`src/rtl/mem_arbiter.sv`:
```
`default_nettype none
// ============================================================================
// mem_arbiter : shares one single-port memory between fetch and data ports
// Revision    : 1.0
// ============================================================================
module mem_arbiter #(
  parameter int DATA_WIDTH  = 32,
  parameter int ADDR_WIDTH  = 32,
  parameter int MEM_LATENCY = 2
) (
  input  logic                  clk,
  input  logic                  rst,
  input  logic                  if_req,
  input  logic [ADDR_WIDTH-1:0] if_addr,
  output logic                  if_ready,
  output logic [DATA_WIDTH-1:0] if_rdata,
  input  logic                  d_req,
  input  logic                  d_we,
  input  logic [ADDR_WIDTH-1:0] d_addr,
  input  logic [DATA_WIDTH-1:0] d_wdata,
  output logic                  d_ready,
  output logic [DATA_WIDTH-1:0] d_rdata,
  output logic                  mem_en,
  output logic                  mem_we,
  output logic [ADDR_WIDTH-1:0] mem_addr,
  output logic [DATA_WIDTH-1:0] mem_wdata,
  input  logic [DATA_WIDTH-1:0] mem_rdata,
  output logic                  busy
);

  localparam int               CNT_W      = $clog2(MEM_LATENCY) + 1;
  localparam logic [CNT_W-1:0] C_CNT_LOAD = CNT_W'(MEM_LATENCY - 1);
  localparam logic             C_OWNER_IF = 1'b0;
  localparam logic             C_OWNER_D  = 1'b1;

  typedef enum logic [1:0] {
    S_IDLE  = 2'd0,
    S_ISSUE = 2'd1,
    S_WAIT  = 2'd2,
    S_DONE  = 2'd3
  } state_t;

  state_t           r_state;
  logic [CNT_W-1:0] r_cnt;
  logic             r_owner;
  logic             r_we;
  logic             r_last_grant;

  logic w_any_req;
  logic w_grant_d;
  logic w_grant_store;

  // Data wins only when alone or when fetch was the previous winner.
  assign w_any_req     = if_req | d_req;
  assign w_grant_d     = d_req & (~if_req | (r_last_grant == C_OWNER_IF));
  assign w_grant_store = w_grant_d & d_we;
  assign busy          = (r_state != S_IDLE);

  always_ff @(posedge clk or posedge rst) begin
    if (rst) begin
      r_state      <= S_IDLE;
      r_cnt        <= '0;
      r_owner      <= C_OWNER_IF;
      r_we         <= 1'b0;
      r_last_grant <= C_OWNER_D;
      if_ready     <= 1'b0;
      d_ready      <= 1'b0;
      if_rdata     <= '0;
      d_rdata      <= '0;
      mem_en       <= 1'b0;
      mem_we       <= 1'b0;
      mem_addr     <= '0;
      mem_wdata    <= '0;
    end else begin
      case (r_state)
        S_IDLE: begin
          if (w_any_req) begin
            r_state      <= S_ISSUE;
            r_owner      <= w_grant_d;
            r_last_grant <= w_grant_d;
            r_we         <= w_grant_store;
            // The mem_* registers double as the latched request for ISSUE.
            mem_en       <= 1'b1;
            mem_we       <= w_grant_store;
            mem_addr     <= w_grant_d ? d_addr : if_addr;
            mem_wdata    <= w_grant_store ? d_wdata : '0;
          end
        end
        S_ISSUE: begin
          mem_en    <= 1'b0;
          mem_we    <= 1'b0;
          mem_addr  <= '0;
          mem_wdata <= '0;
          if (r_we) begin
            r_state <= S_DONE;
            d_ready <= 1'b1;
          end else begin
            r_cnt   <= C_CNT_LOAD;
            r_state <= S_WAIT;
          end
        end
        S_WAIT: begin
          if (r_cnt == '0) begin
            r_state <= S_DONE;
            if (r_owner == C_OWNER_D) begin
              d_rdata <= mem_rdata;
              d_ready <= 1'b1;
            end else begin
              if_rdata <= mem_rdata;
              if_ready <= 1'b1;
            end
          end else begin
            r_cnt <= r_cnt - 1'b1;
          end
        end
        S_DONE: begin
          if_ready <= 1'b0;
          d_ready  <= 1'b0;
          r_state  <= S_IDLE;
        end
        default: r_state <= S_IDLE;
      endcase
    end
  end

endmodule
`default_nettype wire
```
`config.mk`:
```
export PLATFORM = sky130hd
export DESIGN_NAME = mem_arbiter
export DESIGN_NICKNAME = d
export VERILOG_FILES = /design/src/rtl/mem_arbiter.sv
export SDC_FILE = /design/constraint.sdc
export NUM_CORES = 1
export LEC_CHECK = 0
export ABC_AREA = 1
export CAP_MARGIN = 40
export CORE_ASPECT_RATIO = 1.25
export CORE_MARGIN = 2
export CORE_UTILIZATION = 43
export DETAILED_ROUTE_END_ITERATION = 7
export GPL_TIMING_DRIVEN = 0
export PLACE_DENSITY = 0.87
export SETUP_SLACK_MARGIN = 0.4
export SLEW_MARGIN = 0
export SYNTH_ARGS = -nofsm -noshare
export SYNTH_HDL_FRONTEND = slang
export SYNTH_SLANG_ARGS = --single-unit
```
`constraint.sdc`:
```
create_clock -name clk -period 6.2 [get_ports clk]
set_input_delay 1.24 -clock clk [delete_from_list [all_inputs] [get_ports clk]]
set_output_delay 1.24 -clock clk [all_outputs]
set_load 0.1 [all_outputs]
```
==> results.cfg, run 1 <==
[cells_and_area]
area_growth_pct = 95.24
finalInstanceArea_sq_um = 12170
final-instance-count-excl-fill = 1325
fin_nets = 1274
drive_gt1_share_pct = 17.70
diodes = 0

[synthesis]
ys.flop_type = dfrtp_1
synth-async-reset-ratio_pct = 100.0
synth_area_leader_cell = dfrtp_1
yosysTopAreaCellShare_pct = 55.41
ys_types = 20
yosys_warnings = 0
syn_avg_cell_area_sq_um = 8.692
yosys-top-cells-count = nand2_1, dfrtp_1, nand3_1
synthCells = 717
synth_nets = 857
synth_seq_cells = 139
netlist_area_sq_um = 6232
yosysSeqAreaShare_pct = 55.83
yosysMostFrequentCell = nand2_1
netlist_top_cells_area = dfrtp_1, nand2_1, nand3_1, o21ai_0, inv_1
synth-edff-count = 0

[global_routing]
grt_first_pass_wirelength_mm = 40.67
track_usage_pct = 33.51
grt_max_degree = 96
grt_pass1_vias = 7742
grt_antenna_before_repair = 1
grt_overflow = 0

[route]
route.detailed.drc = 0
drtAntennaViolNets = 0
via_per_inst = 5.404
via_count = 7160
drtIter0Drc = 513
wl_per_cell_um = 19.31
routed_wl_mm = 25.59
drtPass1Iterations = 7

[timing]
fmax_ghz = 0.2787
layout_setup_ws_ns = 2.612
fin_crit_sh_pct = 57.87
rsz0062_at_grt = no
setup_viol = 0
drv_slew = 0
skew_ns = 0.009204
hold_viol = 0
period_minus_slack_ns = 3.588
relSlewSlack_pct = 65.12
worst_slew_pin_slew_ns = 0.5232

[outcome]
status = finished, final reports clean

[critical_path]
reg2regPathDepth = 8
path_buf_inv = 4
cp-end-kind = output port
cp_max_fo = 7
path_cells = inv_1, ha_1, inv_2, clkdlybuf4s50_1, buf_16
cp-start-kind = register
timing.rr.start = r_state[0]$_DFFE_PP0P_
r2r_slack_ns = 3.98
cp_data_required_time_ns = 4.96
slowest_delay_ns = 0.64
slowest_stage = clkdlybuf4s50_1
arrival_ns = 2.35
r2r_end = d_rdata[24]$_DFFE_PP0P_
crit_type = register to output port
critPathTopFamily = buffers and inverters

[clocking]
cts.hold.buffers_added = 0
cts_sinks = 139
cts_setup_buffers = 0
clk_pin_slew_ns = 0.06
cts_resized = 0
cts_buffer_depth = 2
insertion_delay_ns = 0.42
cts_made_buffers = 17
root_buffer = clkbuf_16
cts_tree = done
htreeDepth = 4

[floorplan]
dieWidth_um = 111.7
design.core.area_sq_um = 14290
pin_count = 266
start_util_pct = 43.63
dieArea_sq_um = 15480
chipHeight_um = 138.6
fp-row-count = 49

[run]
maxCapViolCount = 0

[worst_hold_path]
min_path_type = register to register
min_path_cells = 2
min-delay-start = d_ready$_DFFE_PP0P_
whs_endpoint = d_ready$_DFFE_PP0P_

[placed_design]
gp_congestion = 0.8070
dp.cells = 1293
io_buffer_count = 264
postPlaceCellArea_sq_um = 11600
pre_cts_ws_ns = 3.129
dpl.hpwl_mm = 19.36
## cell families after synthesis
kind of cell | Yosys count | synth area share, %
AOI/OAI and AO/OA | 106 | 8.613
adders and majority gates | 7 | 1.405
buffers and inverters | 134 | 8.773
DFF | 139 | 55.83
and+or+nand+nor | 331 | 25.38
## layout by cell type, fill, tap and decap left out, types with 2 or more instances in the layout
| cell type | synthesis | final |
|---|---|---|
| buf_16 | 0 | 39 |
| clkinv_2 | 0 | 5 |
| clkinvlp_4 | 0 | 3 |
| dfrtp_1 | 138 | 138 |
| inv_1 | 79 | 78 |
| nor2_1 | 6 | 6 |
| nand3_1 | 103 | 103 |
| nand4_1 | 32 | 32 |
| nand2_1 | 156 | 156 |
| clkbuf_8 | 0 | 3 |
| o21ai_1 | 13 | 13 |
| clkinv_4 | 0 | 2 |
| buf_8 | 0 | 95 |
| nand3b_1 | 33 | 33 |
| ha_1 | 7 | 7 |
| o21ai_0 | 88 | 88 |
| clkdlybuf4s50_1 | 0 | 264 |
| clkbuf_16 | 0 | 17 |
| buf_2 | 31 | 31 |
| a21oi_1 | 3 | 3 |
| clkbuf_1 | 21 | 22 |
## per-layer routing
| layer | routed length [um] | track usage [%] |
|---|---|---|
| met4 | 1060 | 16.11 |
| met1 | 8704 | 35.57 |
| met2 | 14250 | 62.71 |
| met3 | 1559 | 6.687 |
| met5 | 12 | 0 |
## state kept, by name, indices dropped and copies added (netlist names)
name and count:
d_rdata 32, d_ready 1, if_rdata 32, if_ready 1
mem_addr 32, mem_en 1, mem_wdata 32, mem_we 1
r_cnt 2, r_last_grant 1, r_owner 1, r_state 2
r_we 1
## worst min-delay path: stages (launching register included)
cell	delay, ns
dfrtp_1	0.34
nand2_1	0.06
nand2_1	0.05
## worst max path at each step
| stage | from | to | depth (start not counted) |
|---|---|---|---|
| final | r_state[0]$_DFFE_PP0P_ | busy | 5 |
| after global routing | r_state[0]$_DFFE_PP0P_ | busy | 5 |
| after CTS | r_state[0]$_DFFE_PP0P_ | busy | 5 |
| after detailed placement | r_state[0]$_DFFE_PP0P_ | busy | 5 |
| after global placement | rst | mem_wdata[16]$_DFFE_PP0P_ | 2 |
| after floorplan | rst | d_rdata[0]$_DFFE_PP0P_ | 1 |
## final cells by class
cell class / count / area, sq um
well taps: 178 / 222.7
flip-flops and latches: 139 / 3480
inverters: 80 / 305.3
clock buffers: 21 / 470.5
plain buffers: 54 / 246.5
multi-input cells: 444 / 2206
clock inverters: 11 / 95.09
repair buffers: 398 / 5142
fillers: 662 / 2117
## through the flow
step | hold slack, ns | util, % | TNS (ns)
floorplan | 0.4440 | - | 0
global placement | 0.4607 | 63.69 | -78.86
detailed placement | 0.4682 | 81.22 | 0
CTS | 0.4882 | 85.18 | 0
global route | 0.5076 | 85.18 | 0
finish | 0.4776 | 85.18 | 0
Power of run 1 is not shown: default switching activity piles up to over one toggle a cycle in this logic, so the estimate is an artifact.
==> run 2: changes to the inputs <==
- CORE_UTILIZATION: 43 -> 39
- PLACE_DENSITY: 0.87 -> 0.84
- clock period: 6.2 -> 3.3 ns (I/O delays scaled with it)
==> run 2 against run 1 <==
Non-clock buffer count rose by 2. Cell area rose by 1.6%. Global-route usage fell by 3.5 points. Worst hold slack got worse by 0.0034 ns. Flip-flop and latch count did not move. Sequential share of layout area fell by 0.46 points. Setup slack got worse by 1.7 ns. Die area rose by 9.9%. Via count fell by 2.6%. Critical path depth fell by 1.
==> results.cfg, run 2 (same netlist as run 1, synthesis figures left out) <==
[cells_and_area]
fin_nets = 1276
area_growth_pct = 98.45
final_core_util_pct = 79.11
drive_gt1_share_pct = 18.02
final_cell_mix = clkdlybuf4s50_1, nand2_1, dfrtp_1
num-fill-cells = 876
final-instance-count-excl-fill = 1361
diodes = 0
final_common_cell = clkdlybuf4s50_1

[timing]
fin_crit_sh_pct = 71.25
drv_slew = 0
tns_ns = 0
setup_viol = 0
skew_ns = 0.01358
relSlewSlack_pct = 51.39
worst_slew_pin_slew_ns = 0.7276
layout_setup_ws_ns = 0.9488
rsz0062_at_grt = no
fmax_ghz = 0.4253
hold_viol = 0
period_minus_slack_ns = 2.351

[outcome]
status = finished, final reports clean

[route]
via_per_inst = 5.123
wl_per_cell_um = 18.22
drtPass1Iterations = 5
drtAntennaViolNets = 0
via_count = 6972
route.detailed.drc = 0
routed_wl_mm = 24.79
drtIter0Drc = 347

[critical_path]
cp-end-kind = output port
cp-start-kind = register
cp_max_fo = 7
crit_type = register to output port
arrival_ns = 1.69
cp_data_required_time_ns = 2.64

[placed_design]
io_buffer_count = 264
dpl.hpwl_mm = 19.38
dp.cells = 1330
gp_congestion = 0.8108
pre_cts_ws_ns = 0.7975

[floorplan]
design.core.area_sq_um = 15630
chipHeight_um = 145.3
dieWidth_um = 117.1
fp-row-count = 51
pin_count = 266
dieArea_sq_um = 17010
start_util_pct = 39.86

[clocking]
root_buffer = clkbuf_16
cts_sinks = 139
cts_buffer_depth = 2
cts.hold.buffers_added = 0
cts_setup_buffers = 0
cts_tree = done
cts_resized = 0
clk_pin_slew_ns = 0.06
insertion_delay_ns = 0.42
htreeDepth = 4
cts_made_buffers = 17

[worst_hold_path]
min_path_type = register to register

[global_routing]
grt_antenna_before_repair = 0
grt_overflow = 0
grt_first_pass_wirelength_mm = 39.18
grt_pass1_vias = 7635
grt_max_degree = 35
track_usage_pct = 29.99

[run]
maxCapViolCount = 0
[run 2: path summary, 6_finish.rpt]
check | startpoint | endpoint | slack (ns) | cells past startpoint
worst max-delay path | r_state[0]$_DFFE_PP0P_ | busy | 0.95 | 4
worst min register to register | r_last_grant$_DFFE_PP1P_ | r_last_grant$_DFFE_PP1P_ | 0.47 | 2
worst max register to register | r_state[0]$_DFFE_PP0P_ | d_rdata[4]$_DFFE_PP0P_ | 1.10 | 8
max in group asynchronous | rst | if_rdata[31]$_DFFE_PP0P_ | 1.76 | 4
min in group asynchronous | rst | mem_addr[3]$_DFFE_PP0P_ | 0.70 | 2
worst min-delay path | r_last_grant$_DFFE_PP1P_ | r_last_grant$_DFFE_PP1P_ | 0.47 | 2
[run 2: per-layer routing]
metal / global-route usage, % / up-vias / share of wire (%)
li1: - / 3202 / -
met3: 6.122 / 75 / 6.0
met4: 12.18 / 0 / 3.5
met5: 0 / - / 0
met1: 33.09 / 3341 / 35
met2: 54.91 / 354 / 55
[run 2: worst max-delay path: stages, from the launching register on]
cell	delay (ns)
dfrtp_1	0.46
inv_1	0.12
ha_1	0.29
inv_2	0.20
buf_16	0.20
[run 2: through the flow]
step	instance area, sq um	hold slack, ns
after CTS	12370	0.4777
after global routing	12370	0.4856
final	12370	0.4742
after floorplan	6236	0.4440
after detailed placement	11780	0.4627
after global placement	9144	0.4551
[run 2: final cells by class]
class / instances / area, sq um / share of cell area [%]
Buffer: 54 / 246.5 / 1.993
Clock inverter: 14 / 160.2 / 1.295
Timing Repair Buffer: 400 / 5268 / 42.59
Sequential cell: 139 / 3480 / 28.13
Tap cell: 212 / 265.3 / 2.145
Inverter: 80 / 304.0 / 2.458
Clock buffer: 18 / 439.2 / 3.551
Multi-Input combinational cell: 444 / 2206 / 17.84
Power of run 2 is left out for the same reason.
==> RTL edit: new RTL, flow settings as in run 2 <==
The 4 states of `state_t` get a one-hot encoding in 4 bits.
--- a/src/rtl/mem_arbiter.sv
+++ b/src/rtl/mem_arbiter.sv
@@ -33,11 +33,11 @@
   localparam logic             C_OWNER_IF = 1'b0;
   localparam logic             C_OWNER_D  = 1'b1;
 
-  typedef enum logic [1:0] {
-    S_IDLE  = 2'd0,
-    S_ISSUE = 2'd1,
-    S_WAIT  = 2'd2,
-    S_DONE  = 2'd3
+  typedef enum logic [3:0] {
+    S_IDLE  = 4'b0001,
+    S_ISSUE = 4'b0010,
+    S_WAIT  = 4'b0100,
+    S_DONE  = 4'b1000
   } state_t;
 
   state_t           r_state;
Behaviour: no difference found for any inputs over 10 cycles, from zero or initial values and one cycle with rst high; not proved beyond that.
==> RTL edit against run 2 <==
Sequential share of layout area up 1.2 points. Maximum frequency down 10%. Synthesized area down 4.7%. Final area down 2.8%. Register-to-register slack better by 0.50 ns. Die area down 4.6%. Via count down 7.5%. Wire length down 5.5%. First-iteration DRC count up 23%. Sequential cell count up 2. Hold slack worse by 0.0080 ns. Worst setup slack worse by 0.27 ns. Highest routed layer unchanged.
Power is not shown: default switching activity piles up to over one toggle a cycle in this logic, so the estimate is an artifact.
==> RTL edit: results (changes against run 2) <==
[outcome]
status=finished clean

[cells_and_area]
nonClkBufAreaFrac=0.463  ; +0.0172
multi_input_area_mm2=0.00201  ; -9.0%
n_all_buffers=434  ; -4.4%
multi_input_area_share=0.167  ; -0.0114
inv_count=47  ; -41%
clkbuf_count=26  ; +8
clk_share=0.0424  ; -0.00609
fill_cells=790  ; -9.8%
nNetsFinal=1244  ; -2.5%

[setup_path]
crit_fanout=5  ; -2
rr_endpoint=mem_addr[18]$_DFFE_PP0P_
slowest_stage=clkdlybuf4s50_1
timing.rr.start=r_last_grant$_DFFE_PP1P_
rr_worst_depth=7  ; -1
arrival_ns=1.96  ; +0.27 ns

[grt]
grt_usage=0.299  ; -0.00142
globalRouteMet3Util=0.0528  ; -0.00841
grt_pass1_wl_mm=36.9  ; -5.8%
grt_max_degree=36  ; +2.9%
grt_pass1_vias=7435  ; -2.6%
met2_usage=0.561  ; +0.0116

[logic_synthesis]
syn-num-nets=823  ; -4.0%
yosys-top-cells-area=dfrtp_1 (59%), nand2_1 (24%), o21ai_1 (3.5%)
yosysUniqueCellTypes=24  ; +20%
netlist_top_cells_count=nand2_1 (380), dfrtp_1 (139), inv_1 (45)

[route]
vias=6447  ; -7.5%
finalWirelength_mm=23.4  ; -5.5%
viasPerCell=4.96  ; -3.3%

[clock_network]
cts.sinks=141  ; +1.4%

[place]
dpl.hpwl_mm=18.4  ; -4.9%
routabilityCongestion=0.805  ; -0.69%
dp.cells=1273  ; -4.3%
dpl_cell_area_mm2=0.0115  ; -2.3%

[worst_hold_path]
hold_start=mem_addr[8]$_DFFE_PP0P_
min_to=mem_addr[8]$_DFFE_PP0P_

[sta]
slew_headroom=0.658  ; +0.144

==> RTL edit: cell count changes in the layout (fill, tap and decap cells not counted), moves of 22 or more <==
cell,change
inv_1,-34
nand2_1,+224
o21ai_1,+28
nand4_1,-32
o21ai_2,+22
nand3b_1,-33
nand3_1,-96
o21ai_0,-83
==> RTL edit: worst max path at each step <==
| stage | slack, ns | cells after the start | to | start |
|---|---|---|---|---|
| final | 0.68 | 4 | busy | r_state[2]$_DFFE_PP0P_ |
| after global routing | 0.59 | 4 | busy | r_state[2]$_DFFE_PP0P_ |
| after CTS | 0.66 | 4 | busy | r_state[2]$_DFFE_PP0P_ |
| after detailed placement | 0.84 | 9 | mem_addr[18]$_DFFE_PP0P_ | d_req |
| after global placement | -0.38 | 2 | d_rdata[20]$_DFFE_PP0P_ | rst |
| after floorplan | 0.88 | 1 | d_rdata[0]$_DFFE_PP0P_ | rst |
